<file path="config.mk">
export PLATFORM = sky130hd
export DESIGN_NAME = id_decode_stage
export DESIGN_NICKNAME = d
export VERILOG_FILES = /design/src/rtl/id_decode_stage.sv
export SDC_FILE = /design/constraint.sdc
export NUM_CORES = 1
export LEC_CHECK = 0
export ABC_AREA = 0
export CAP_MARGIN = 5
export CELL_PAD_IN_SITES_DETAIL_PLACEMENT = 1
export CELL_PAD_IN_SITES_GLOBAL_PLACEMENT = 1
export CORE_MARGIN = 2
export CORE_UTILIZATION = 49
export DETAILED_ROUTE_END_ITERATION = 6
export DONT_BUFFER_PORTS = 1
export PLACE_DENSITY = 0.87
export SYNTH_ARGS = -nofsm -noshare
export SYNTH_HDL_FRONTEND = slang
export SYNTH_SLANG_ARGS = --single-unit
</file>
<file path="constraint.sdc">
create_clock -name clk -period 6.15 [get_ports clk]
set_clock_uncertainty 0.2 [all_clocks]
set_input_delay 1.845 -clock clk [delete_from_list [all_inputs] [get_ports clk]]
set_output_delay 1.845 -clock clk [all_outputs]
set_load 0.05 [all_outputs]
</file>
<file path="src/rtl/id_decode_stage.sv">
// RV32I decode stage: control, immediates and illegal detection, registered with a 1-cycle latency.
// Handshake: in_ready = !out_valid || out_ready, so the stage stalls while execute holds off.
module id_decode_stage #(
  parameter int XLEN    = 32,
  parameter int ALUOP_W = 4,
  parameter int CNT_W   = 8
) (
  input  logic               clk,
  input  logic               rst,
  input  logic               in_valid,
  output logic               in_ready,
  input  logic [31:0]        in_instr,
  input  logic [XLEN-1:0]    in_pc,
  input  logic               flush,
  output logic               out_valid,
  input  logic               out_ready,
  output logic               out_regwrite,
  output logic               out_memread,
  output logic               out_memwrite,
  output logic               out_memtoreg,
  output logic               out_alusrc,
  output logic               out_alusrc_pc,
  output logic               out_branch,
  output logic               out_jump,
  output logic [ALUOP_W-1:0] out_aluop,
  output logic [XLEN-1:0]    out_imm,
  output logic [4:0]         out_rs1,
  output logic [4:0]         out_rs2,
  output logic [4:0]         out_rd,
  output logic [XLEN-1:0]    out_pc,
  output logic               out_illegal,
  output logic [CNT_W-1:0]   illegal_count
);

  localparam logic [ALUOP_W-1:0] ALU_ADD  = ALUOP_W'(0);
  localparam logic [ALUOP_W-1:0] ALU_SUB  = ALUOP_W'(1);
  localparam logic [ALUOP_W-1:0] ALU_SLL  = ALUOP_W'(3);
  localparam logic [ALUOP_W-1:0] ALU_SRL  = ALUOP_W'(4);
  localparam logic [ALUOP_W-1:0] ALU_XOR  = ALUOP_W'(5);
  localparam logic [ALUOP_W-1:0] ALU_OR   = ALUOP_W'(6);
  localparam logic [ALUOP_W-1:0] ALU_AND  = ALUOP_W'(7);
  localparam logic [ALUOP_W-1:0] ALU_SRA  = ALUOP_W'(8);
  localparam logic [ALUOP_W-1:0] ALU_SLT  = ALUOP_W'(9);
  localparam logic [ALUOP_W-1:0] ALU_SLTU = ALUOP_W'(10);

  localparam logic [6:0] OP_R      = 7'b0110011;
  localparam logic [6:0] OP_IMM    = 7'b0010011;
  localparam logic [6:0] OP_LUI    = 7'b0110111;
  localparam logic [6:0] OP_AUIPC  = 7'b0010111;
  localparam logic [6:0] OP_LOAD   = 7'b0000011;
  localparam logic [6:0] OP_STORE  = 7'b0100011;
  localparam logic [6:0] OP_BRANCH = 7'b1100011;
  localparam logic [6:0] OP_JAL    = 7'b1101111;
  localparam logic [6:0] OP_JALR   = 7'b1100111;

  typedef struct packed {
    logic               regwrite;
    logic               memread;
    logic               memwrite;
    logic               memtoreg;
    logic               alusrc;
    logic               alusrc_pc;
    logic               branch;
    logic               jump;
    logic               illegal;
    logic [ALUOP_W-1:0] aluop;
    logic [XLEN-1:0]    imm;
    logic [4:0]         rs1;
    logic [4:0]         rs2;
    logic [4:0]         rd;
    logic [XLEN-1:0]    pc;
  } bundle_t;

  function automatic logic [XLEN-1:0] sext(input logic [31:0] v);
    return XLEN'($signed(v));
  endfunction

  // alt selects the funct7=20h variant (SUB for 000, SRA for 101)
  function automatic logic [ALUOP_W-1:0] alu_sel(input logic [2:0] f3, input logic alt);
    case (f3)
      3'b000:  return alt ? ALU_SUB : ALU_ADD;
      3'b001:  return ALU_SLL;
      3'b010:  return ALU_SLT;
      3'b011:  return ALU_SLTU;
      3'b100:  return ALU_XOR;
      3'b101:  return alt ? ALU_SRA : ALU_SRL;
      3'b110:  return ALU_OR;
      default: return ALU_AND;
    endcase
  endfunction

  logic [6:0]  opcode;
  logic [2:0]  funct3;
  logic [6:0]  funct7;
  logic [31:0] imm_i, imm_s, imm_b, imm_u, imm_j;
  logic        legal;
  logic        accept;
  bundle_t     dec;
  bundle_t     bundle_d, bundle_q;
  logic        valid_d, valid_q;
  logic [CNT_W-1:0] cnt_d, cnt_q;

  assign opcode = in_instr[6:0];
  assign funct3 = in_instr[14:12];
  assign funct7 = in_instr[31:25];
  assign imm_i  = {{20{in_instr[31]}}, in_instr[31:20]};
  assign imm_s  = {{20{in_instr[31]}}, in_instr[31:25], in_instr[11:7]};
  assign imm_b  = {{19{in_instr[31]}}, in_instr[31], in_instr[7], in_instr[30:25], in_instr[11:8], 1'b0};
  assign imm_u  = {in_instr[31:12], 12'b0};
  assign imm_j  = {{11{in_instr[31]}}, in_instr[31], in_instr[19:12], in_instr[20], in_instr[30:21], 1'b0};

  always_comb begin
    dec     = '0;
    dec.rs1 = in_instr[19:15];
    dec.rs2 = in_instr[24:20];
    dec.rd  = in_instr[11:7];
    dec.pc  = in_pc;
    legal   = 1'b1;
    case (opcode)
      OP_R: begin
        dec.regwrite = 1'b1;
        dec.aluop    = alu_sel(funct3, funct7[5]);
        legal = (funct7 == 7'h00) ||
                (funct7 == 7'h20 && (funct3 == 3'b000 || funct3 == 3'b101));
      end
      OP_IMM: begin
        dec.regwrite = 1'b1;
        dec.alusrc   = 1'b1;
        dec.imm      = sext(imm_i);
        dec.aluop    = alu_sel(funct3, funct3 == 3'b101 && funct7[5]);
        if (funct3 == 3'b001)
          legal = (funct7 == 7'h00);
        else if (funct3 == 3'b101)
          legal = (funct7 == 7'h00) || (funct7 == 7'h20);
      end
      OP_LUI: begin
        dec.regwrite = 1'b1;
        dec.alusrc   = 1'b1;
        dec.imm      = sext(imm_u);
        dec.rs1      = 5'd0;
      end
      OP_AUIPC: begin
        dec.regwrite  = 1'b1;
        dec.alusrc    = 1'b1;
        dec.alusrc_pc = 1'b1;
        dec.imm       = sext(imm_u);
      end
      OP_LOAD: begin
        dec.regwrite = 1'b1;
        dec.memread  = 1'b1;
        dec.memtoreg = 1'b1;
        dec.alusrc   = 1'b1;
        dec.imm      = sext(imm_i);
      end
      OP_STORE: begin
        dec.memwrite = 1'b1;
        dec.alusrc   = 1'b1;
        dec.imm      = sext(imm_s);
      end
      OP_BRANCH: begin
        dec.branch = 1'b1;
        dec.aluop  = ALU_SUB;
        dec.imm    = sext(imm_b);
      end
      OP_JAL: begin
        dec.regwrite = 1'b1;
        dec.jump     = 1'b1;
        dec.imm      = sext(imm_j);
      end
      OP_JALR: begin
        dec.regwrite = 1'b1;
        dec.jump     = 1'b1;
        dec.alusrc   = 1'b1;
        dec.imm      = sext(imm_i);
      end
      default: legal = 1'b0;
    endcase
    if (in_instr[1:0] != 2'b11) legal = 1'b0;
    // Illegal bundles keep register indices and PC for trap reporting; all side effects off
    if (!legal) begin
      dec.regwrite  = 1'b0;
      dec.memread   = 1'b0;
      dec.memwrite  = 1'b0;
      dec.memtoreg  = 1'b0;
      dec.alusrc    = 1'b0;
      dec.alusrc_pc = 1'b0;
      dec.branch    = 1'b0;
      dec.jump      = 1'b0;
      dec.aluop     = ALU_ADD;
      dec.imm       = '0;
      dec.illegal   = 1'b1;
    end
  end

  assign in_ready = !valid_q || out_ready;
  assign accept   = in_valid && in_ready;

  always_comb begin
    valid_d  = valid_q;
    bundle_d = bundle_q;
    cnt_d    = cnt_q;
    if (flush) begin
      valid_d = 1'b0;
    end else if (accept) begin
      valid_d  = 1'b1;
      bundle_d = dec;
      if (dec.illegal && cnt_q != '1) cnt_d = cnt_q + CNT_W'(1);
    end else if (out_ready) begin
      valid_d = 1'b0;
    end
  end

  always_ff @(posedge clk or posedge rst) begin
    if (rst) begin
      valid_q  <= 1'b0;
      bundle_q <= '0;
      cnt_q    <= '0;
    end else begin
      valid_q  <= valid_d;
      bundle_q <= bundle_d;
      cnt_q    <= cnt_d;
    end
  end

  assign out_valid     = valid_q;
  assign out_regwrite  = bundle_q.regwrite;
  assign out_memread   = bundle_q.memread;
  assign out_memwrite  = bundle_q.memwrite;
  assign out_memtoreg  = bundle_q.memtoreg;
  assign out_alusrc    = bundle_q.alusrc;
  assign out_alusrc_pc = bundle_q.alusrc_pc;
  assign out_branch    = bundle_q.branch;
  assign out_jump      = bundle_q.jump;
  assign out_aluop     = bundle_q.aluop;
  assign out_imm       = bundle_q.imm;
  assign out_rs1       = bundle_q.rs1;
  assign out_rs2       = bundle_q.rs2;
  assign out_rd        = bundle_q.rd;
  assign out_pc        = bundle_q.pc;
  assign out_illegal   = bundle_q.illegal;
  assign illegal_count = cnt_q;

endmodule
</file>
; Word level (Yosys, flattened, before mapping)
; Index checks and enable logic that the tools add are counted.
[word_totals]
regBits = 101
latchBits = 0
ramBits = 0
romBits = 0
output_inout_bits = 102
word_cells = 81
n_memories = 0
[op_classes]
addsub = 1
multipliers = 0
div_mod_pow = 0
order_cmp = 0
eq_ne = 18
n_shift = 0
muxes = 24
bitwise = 1
reduce_logical = 20
[op_table]
columns = operator, count
row1 = 32-bit one-hot mux with 5 select lines, 1
row2 = 4-bit one-hot mux with 7 select lines, 2
row3 = 45-bit 2-to-1 mux, 1
row4 = 7-bit by 6-bit == test with 1-bit output (second input constant), 4
row5 = 7-bit == test (second input constant), 3
row6 = 1-bit 2-to-1 mux, 15
row7 = 7-bit by 5-bit == test with 1-bit output (second input constant), 2
row8 = 7-bit OR reduction, 2
row9 = 4-bit one-hot mux with 3 select lines, 1
row10 = 3-bit == test (second input constant), 3
row11 = 8-bit by 1-bit adder with 8-bit output (second input constant), 1
row12 = 4-bit 2-to-1 mux, 2
row13 = 8-bit inequality test (second input constant), 1
row14 = 7-bit by 2-bit == test with 1-bit output (second input constant), 1
row15 = 7-bit logical NOT, 1
row16 = 3-bit by 2-bit == test with 1-bit output (second input constant), 2
row17 = 6-bit OR reduction, 1
row18 = 5-bit 2-to-1 mux, 1
row19 = 1-bit logical AND, 4
row20 = 1-bit logical OR, 4
row21 = 2-bit OR reduction, 2
row22 = 3-bit by 1-bit == test with 1-bit output (second input constant), 1
row23 = 3-bit logical NOT, 1
row24 = 1-bit one-hot mux with 3 select lines, 1
row25 = other kinds (7), 7

; Depth between registers and ports, before layout
; Gate-level depths: netlist of the first run.
[depth]
ltp_word = 9
depth_mapped = 8
mapped_depth_nobuf = 7

; Worst setup path before layout of the first run
; No wires, ideal clock.
[synth_timing]
path_kind = input to output
startpoint = input port out_ready
endpoint = output port in_ready
t_arrival_ns = 2.238
required_ns = 4.105
setup_slack_ns = 1.867
path_stages = 2
cell_sequence = nor2b_1 > inv_1
[synth_via]
elab_chain_cells = 1
[synth_rtl]
columns = element, line_no
row1 = "start, declared", 16  ; input logic out_ready,
row2 = 1-bit logical OR, 195  ; assign in_ready = !valid_q || out_ready;
row3 = "end, declared", 11  ; output logic in_ready,
; No other way between the ends.

; Final worst setup path of the first run
; Ends and elaborated chain as after synthesis.

==> results of run 1 <==
cell families (layout without fill, tap and decap cells):
| family | count (synthesis) | count (layout) |
|---|---|---|
| XOR/XNOR | 9 | 9 |
| AND/OR/NAND/NOR | 240 | 240 |
| flip-flops | 100 | 100 |
| adder cells (fa/ha/maj) | 1 | 1 |
| buffers and inverters | 33 | 25 |
| AO/OA/AOI/OAI | 91 | 91 |
| multiplexers | 2 | 2 |
cell usage after synthesis, drive strengths merged, types with 3 or more instances:
master  count
a21oi      27
a22o        8
a22oi       5
a32o        5
buf         9
clkbuf     19
dfrtp     100
inv         5
nand2     183
nand2b      3
nand3      13
nand4       4
nor2       12
nor2b       5
nor3        8
o21ai      35
xnor2       3
xor2        6
layout make-up:
| cell class | instances | share of cell area |
|---|---|---|
| flip-flops and latches | 100 | 0.5444 |
| multi-input cells | 343 | 0.3740 |
| clock buffers | 10 | 0.02994 |
| well taps | 108 | 0.02940 |
| clock inverters | 6 | 0.01116 |
| repair buffers | 4 | 0.006532 |
| inverters | 5 | 0.004627 |
registers in the layout (all words and copies together) (netlist names):
| name | flops |
|---|---|
| out_imm | 32 |
| out_pc | 32 |
| out_memread | 1 |
| out_aluop | 4 |
| illegal_count | 8 |
| out_illegal | 1 |
| out_branch | 1 |
| out_memwrite | 1 |
| out_alusrc_pc | 1 |
| out_rs2 | 5 |
| out_alusrc | 1 |
| out_valid | 1 |
| out_regwrite | 1 |
| out_rs1 | 5 |
| out_rd | 5 |
| out_jump | 1 |
power groups by stage:
stage / Clock (mW) / Sequential, mW / Combinational (mW)
global placement: 0 / 1.04 / 0.126
floorplan: 0 / 1.02 / 0.115
detailed placement: 0 / 1.04 / 0.138
finish: 0.396 / 1.03 / 0.135
CTS: 0.407 / 1.03 / 0.138
global route: 0.431 / 1.04 / 0.160
routing by layer:
metal,wire (um),share of wire,global-route usage,up-vias
met2,5775,0.50,0.4024,139
met3,1150,0.099,0.08375,14
met4,145,0.012,0.07376,0
met1,4529,0.39,0.3124,1705
li1,-,-,-,1551
met5,0,0,0,-
through the flow:
| step | instances | hold slack [ns] | instance area [um^2] |
|---|---|---|---|
| 2_1_floorplan | 476 | 0.5400 | 4360 |
| 3_3_place_gp | 560 | 0.5636 | 4408 |
| 3_5_place_dp | 560 | 0.5723 | 4408 |
| 4_1_cts | 576 | 0.5878 | 4597 |
| 5_1_grt | 576 | 0.6048 | 4597 |
| 6_report | 576 | 0.5805 | 4597 |
path summary, 6_finish.rpt:
path                       slack, ns              startpoint                           end
max in group asynchronous       3.42                     rst       out_imm[11]$_DFFE_PP0P_
hold reg to reg                 0.58  out_pc[22]$_DFFE_PP0P_        out_pc[22]$_DFFE_PP0P_
setup reg to reg                2.53   out_valid$_DFFE_PP0P_  illegal_count[5]$_DFFE_PP0P_
min in group asynchronous       1.26                     rst        out_pc[25]$_DFFE_PP0P_
setup / recovery                1.78               out_ready                      in_ready
hold / removal                  0.58  out_pc[22]$_DFFE_PP0P_        out_pc[22]$_DFFE_PP0P_
==> flow_summary.toml, run 1 <==
[setup_path]
cp_data_arrival_time_ns = 2.33
bufs_and_invs_on_worst_path = 1
timing.reg2reg.worst_path_depth = 7
cpLargestDelayFamily = "buffers and inverters"
critical_path.max_fanout = 3
crit_chain = "nor2b_1 > inv_1"
timing.critical_path.from_type = "primary input"
timing.critical_path.slowest_stage_cell = "sky130_fd_sc_hd__inv_1"
crit_required_ns = 4.11
endpoint_kind = "output port"
timing_worst_setup_path_type = "primary input to output port"
path_depth = 2
critical_path.max_stage_delay_ns = 0.28

[detailed_routing]
drt-pass1-iter-count = 4
wire_per_inst_um = 20.14
drt_iter0_drc = 171
vias = 3409
post-route-drc-count = 0
antenna_violating_nets_post_route = 0
totalWireLength_um = 11600
via_per_inst = 5.918

[final_layout]
final_layout_size_suffix_gt1_frac = 0.08120
n_fill_cell = 1023
sequential_cell_area_in_the_final_layout_um2 = 2502
most-common-layout-cells = "sky130_fd_sc_hd__nand2_1, sky130_fd_sc_hd__dfrtp_1, sky130_fd_sc_hd__o21ai_0"
area_occupied_by_multi_input_gates_um2 = 1719
final_core_utilization = 0.5297
final_common_cell = "sky130_fd_sc_hd__nand2_1"
syn_to_final_growth_pct = 5.423
insertedDiodeCount = 0
finalNetCount = 533

[clock_tree]
clk_latency_ns = 0.35
h_tree_level_count = 3
cts-resized-gates = 0
cts_setup_buffers = 0
tritoncts_num_sinks = 100
tritoncts_buffer_count = 9
clkTransAtPathRegs_ns = 0.09
clk_path_buf_depth = 2
cts_hold_repair.buffers = 0
tritoncts = "built"
ctsRootBufferMaster = "sky130_fd_sc_hd__clkbuf_8"

[placed_design]
globalplace.congestion = 0.8458
detailedPlacementHpwl_um = 8308
io_buffers = 0
pre_cts_ws_ns = 1.382

[sta]
tightest_slew_ns = 0.9146
grt_setup_unrepaired = "false"
final_sum_of_negative_setup_slack_ns = 0
report.final.setup_viol = 0
final.period_utilization = 0.7108
fmax_mhz = 228.8
max_slew_vio_count = 0
final-hold-violation-count = 0
period_minus_slack_ns = 4.371
max_slew_margin = 0.3884
finalWorstSetupSlack_ns = 1.779

[yosys]
synth_seq_cells = 100
synth_area_leaders = "sky130_fd_sc_hd__dfrtp_1, sky130_fd_sc_hd__nand2_1, sky130_fd_sc_hd__o21ai_0"
synth_edf_count = 0
synth_top_family_by_area = "simple AND/OR/NAND/NOR gates"
syn_nets = 546
synth_simple_gate_area_share = 0.2296
synthesized_area_fraction_occupied_by_adder_cells = 0.002869
ys_warn_count = 0
synth_top_flop_cell = "sky130_fd_sc_hd__dfrtp_1"
ys_async_sr_fraction = 1.000
post_synth_instance_area_um2 = 4360
netlist.top_cell.by_area = "sky130_fd_sc_hd__dfrtp_1"
synth.yosys.seq_area_share = 0.5739
syn_avg_cell_area_um2 = 9.161
post_synth_mux_area_share = 0.004878
yosysTopAreaCellShare = 0.5739
synthesis.instances = 476
post_synthesis_compound_gate_area_fraction = 0.1363
synth_xor_area_frac = 0.01808
synth_cell_type_count = 45

[pwr]
post-layout-total-power_mw = 1.558
pwr-share-comb = 0.086
clock_power_share = 0.254
switch_pwr_mw = 0.6273
cell_internal_pwr_mw = 0.9309
peakVddDrop_uv = 182.8
switching_share = 0.4026
power.share.sequential = 0.660
power-per-cell-area_nw_per_um2 = 339.0
power.static_leakage_nw = 2.160

[global_routing]
grt_pass1_vias = 3619
grt_overflow = 0
grt_use_total = 0.2462
grt_max_degree = 74
grt_pass1_wl_um = 19060
number_of_antenna_violations_at_the_first_check_in_global_routing = 0

[floorplan]
core_area_um2 = 8678
initial_utilization = 0.5025
design.die.area_um2 = 9670
row_count = 34
floorplan.die.width_um = 98.34
io_pins = 171
fp.dieH_um = 98.34

[min_path]
min_delay_path_depth = 2
hp-class = "register to register"

[run]
max_cap_violations = 0

[outcome]
run_status = "finished clean"
(Power assumes the default switching activity.)
==> run 2: changes to the inputs <==
Settings changed: CORE_UTILIZATION 49 to 41, PLACE_DENSITY 0.87 to 0.78.
Clock period 6.15 ns to 3.8 ns, I/O delays scaled along.
==> flow_summary.toml, run 2 (synthesis gave the netlist of run 1 again) <==
[sta]
tightest_slew_ns = 0.9088
grt_setup_unrepaired = "false"
max_slew_margin = 0.3895
fmax_mhz = 330.0
final.period_utilization = 0.7975
report.final.setup_viol = 0
final-hold-violation-count = 0
finalHoldWorstSlack_ns = 0.5471
max_slew_vio_count = 0
period_minus_slack_ns = 3.031
final_sum_of_negative_setup_slack_ns = 0

[setup_path]
timing.critical_path.from_type = "primary input"
timing_worst_setup_path_type = "primary input to register"
critical_path.max_fanout = 28
setup.reg_to_reg.worst_slack_ns = 1.04
crit_chain = "or4_4 > o41ai_2 > a21oi_2 > nand3_1 > nand2_2 > o21ai_0"
crit_required_ns = 3.86
critical_path.max_stage_delay_ns = 0.55
cp_data_arrival_time_ns = 3.09
timing.critical_path.slowest_stage_cell = "sky130_fd_sc_hd__or4_4"
endpoint_kind = "register"

[clock_tree]
tritoncts_buffer_count = 9
h_tree_level_count = 3
clkTransAtPathRegs_ns = 0.10
tritoncts = "built"
cts_setup_buffers = 0
cts_hold_repair.buffers = 0
clk_path_buf_depth = 2
cts-resized-gates = 0
ctsRootBufferMaster = "sky130_fd_sc_hd__clkbuf_8"
tritoncts_num_sinks = 100
clk_latency_ns = 0.36

[detailed_routing]
antenna_violating_nets_post_route = 0
wire_per_inst_um = 20.14
drt-pass1-iter-count = 5
vias = 3439
totalWireLength_um = 12270
drt_iter0_drc = 269
via_per_inst = 5.647
post-route-drc-count = 0

[global_routing]
grt_use_total = 0.2149
number_of_antenna_violations_at_the_first_check_in_global_routing = 0
grt_overflow = 0
grt_pass1_wl_um = 19040
grt_max_degree = 55
grt_pass1_vias = 3462

[final_layout]
syn_to_final_growth_pct = 7.891
final_common_cell = "sky130_fd_sc_hd__nand2_1"
n_fill_cell = 1198
insertedDiodeCount = 0
finalNetCount = 538
final_layout_size_suffix_gt1_frac = 0.08879
most-common-layout-cells = "sky130_fd_sc_hd__nand2_1, sky130_fd_sc_hd__dfrtp_1, sky130_fd_sc_hd__o21ai_0"

[placed_design]
detailedPlacementHpwl_um = 9017
globalplace.congestion = 0.8182
io_buffers = 0

[floorplan]
initial_utilization = 0.4224
fp.dieH_um = 107.1
io_pins = 171
core_area_um2 = 10320
row_count = 37
design.die.area_um2 = 11480
floorplan.die.width_um = 107.1

[pwr]
power.static_leakage_nw = 2.192
power-per-cell-area_nw_per_um2 = 555.0
peakVddDrop_uv = 274.0

[outcome]
run_status = "finished clean"

[min_path]
hp-class = "primary input to asynchronous set/reset pin"

[run]
max_cap_violations = 0
## run 2: per-stage QoR
| step | total power [mW] | setup slack [ns] | instance area (um^2) | std cells | utilization |
|---|---|---|---|---|---|
| global placement | 1.898 | 0.5018 | 4494 | 593 | 0.4353 |
| floorplan | 1.838 | 0.7530 | 4364 | 476 | - |
| CTS | 2.641 | 0.7885 | 4705 | 609 | 0.4557 |
| global route | 2.723 | 0.6134 | 4705 | 609 | 0.4557 |
| detailed placement | 1.920 | 0.4031 | 4494 | 593 | 0.4353 |
| finish | 2.611 | 0.7694 | 4705 | 609 | 0.4557 |
## run 2: final cells by class
class                           count  area (um^2)  area share
Clock buffer                       12        155.1     0.03298
Inverter                            5        22.52    0.004787
Timing Repair Buffer                9        80.08     0.01702
Tap cell                          136        170.2     0.03617
Multi-Input combinational cell    343         1719      0.3654
Clock inverter                      4        55.05     0.01170
Sequential cell                   100         2502      0.5319
## run 2: path summary, 6_finish.rpt
| kind | cells past startpoint | start | to |
|---|---|---|---|
| max | 6 | in_instr[26] | out_imm[28]$_DFFE_PP0P_ |
| min | 1 | rst | out_rd[3]$_DFFE_PP0P_ |
| max reg2reg | 7 | out_valid$_DFFE_PP0P_ | out_imm[28]$_DFFE_PP0P_ |
| min reg2reg | 2 | out_pc[7]$_DFFE_PP0P_ | out_pc[7]$_DFFE_PP0P_ |
| max in group asynchronous | 2 | rst | out_pc[27]$_DFFE_PP0P_ |
| min in group clk | 2 | out_pc[7]$_DFFE_PP0P_ | out_pc[7]$_DFFE_PP0P_ |
## run 2: per-layer routing
metal	up-vias	global-route usage	routed length, um
met3	16	0.08146	1289
met1	1709	0.2633	4820
li1	1568	-	-
met4	0	0.07421	155
met5	-	0	0
met2	146	0.3476	6001
## run 2: worst max-delay path, delay by kind of cell
kind | cells | cell delay, ns
AO/OA/AOI/OAI | 3 | 0.96
AND/OR/NAND/NOR | 3 | 0.99
## run 2: report_power, final
group	total, mW	switching, mW	internal, mW
clock network	0.721	0.376	0.345
registers	1.67	0.504	1.16
logic	0.223	0.136	0.0860
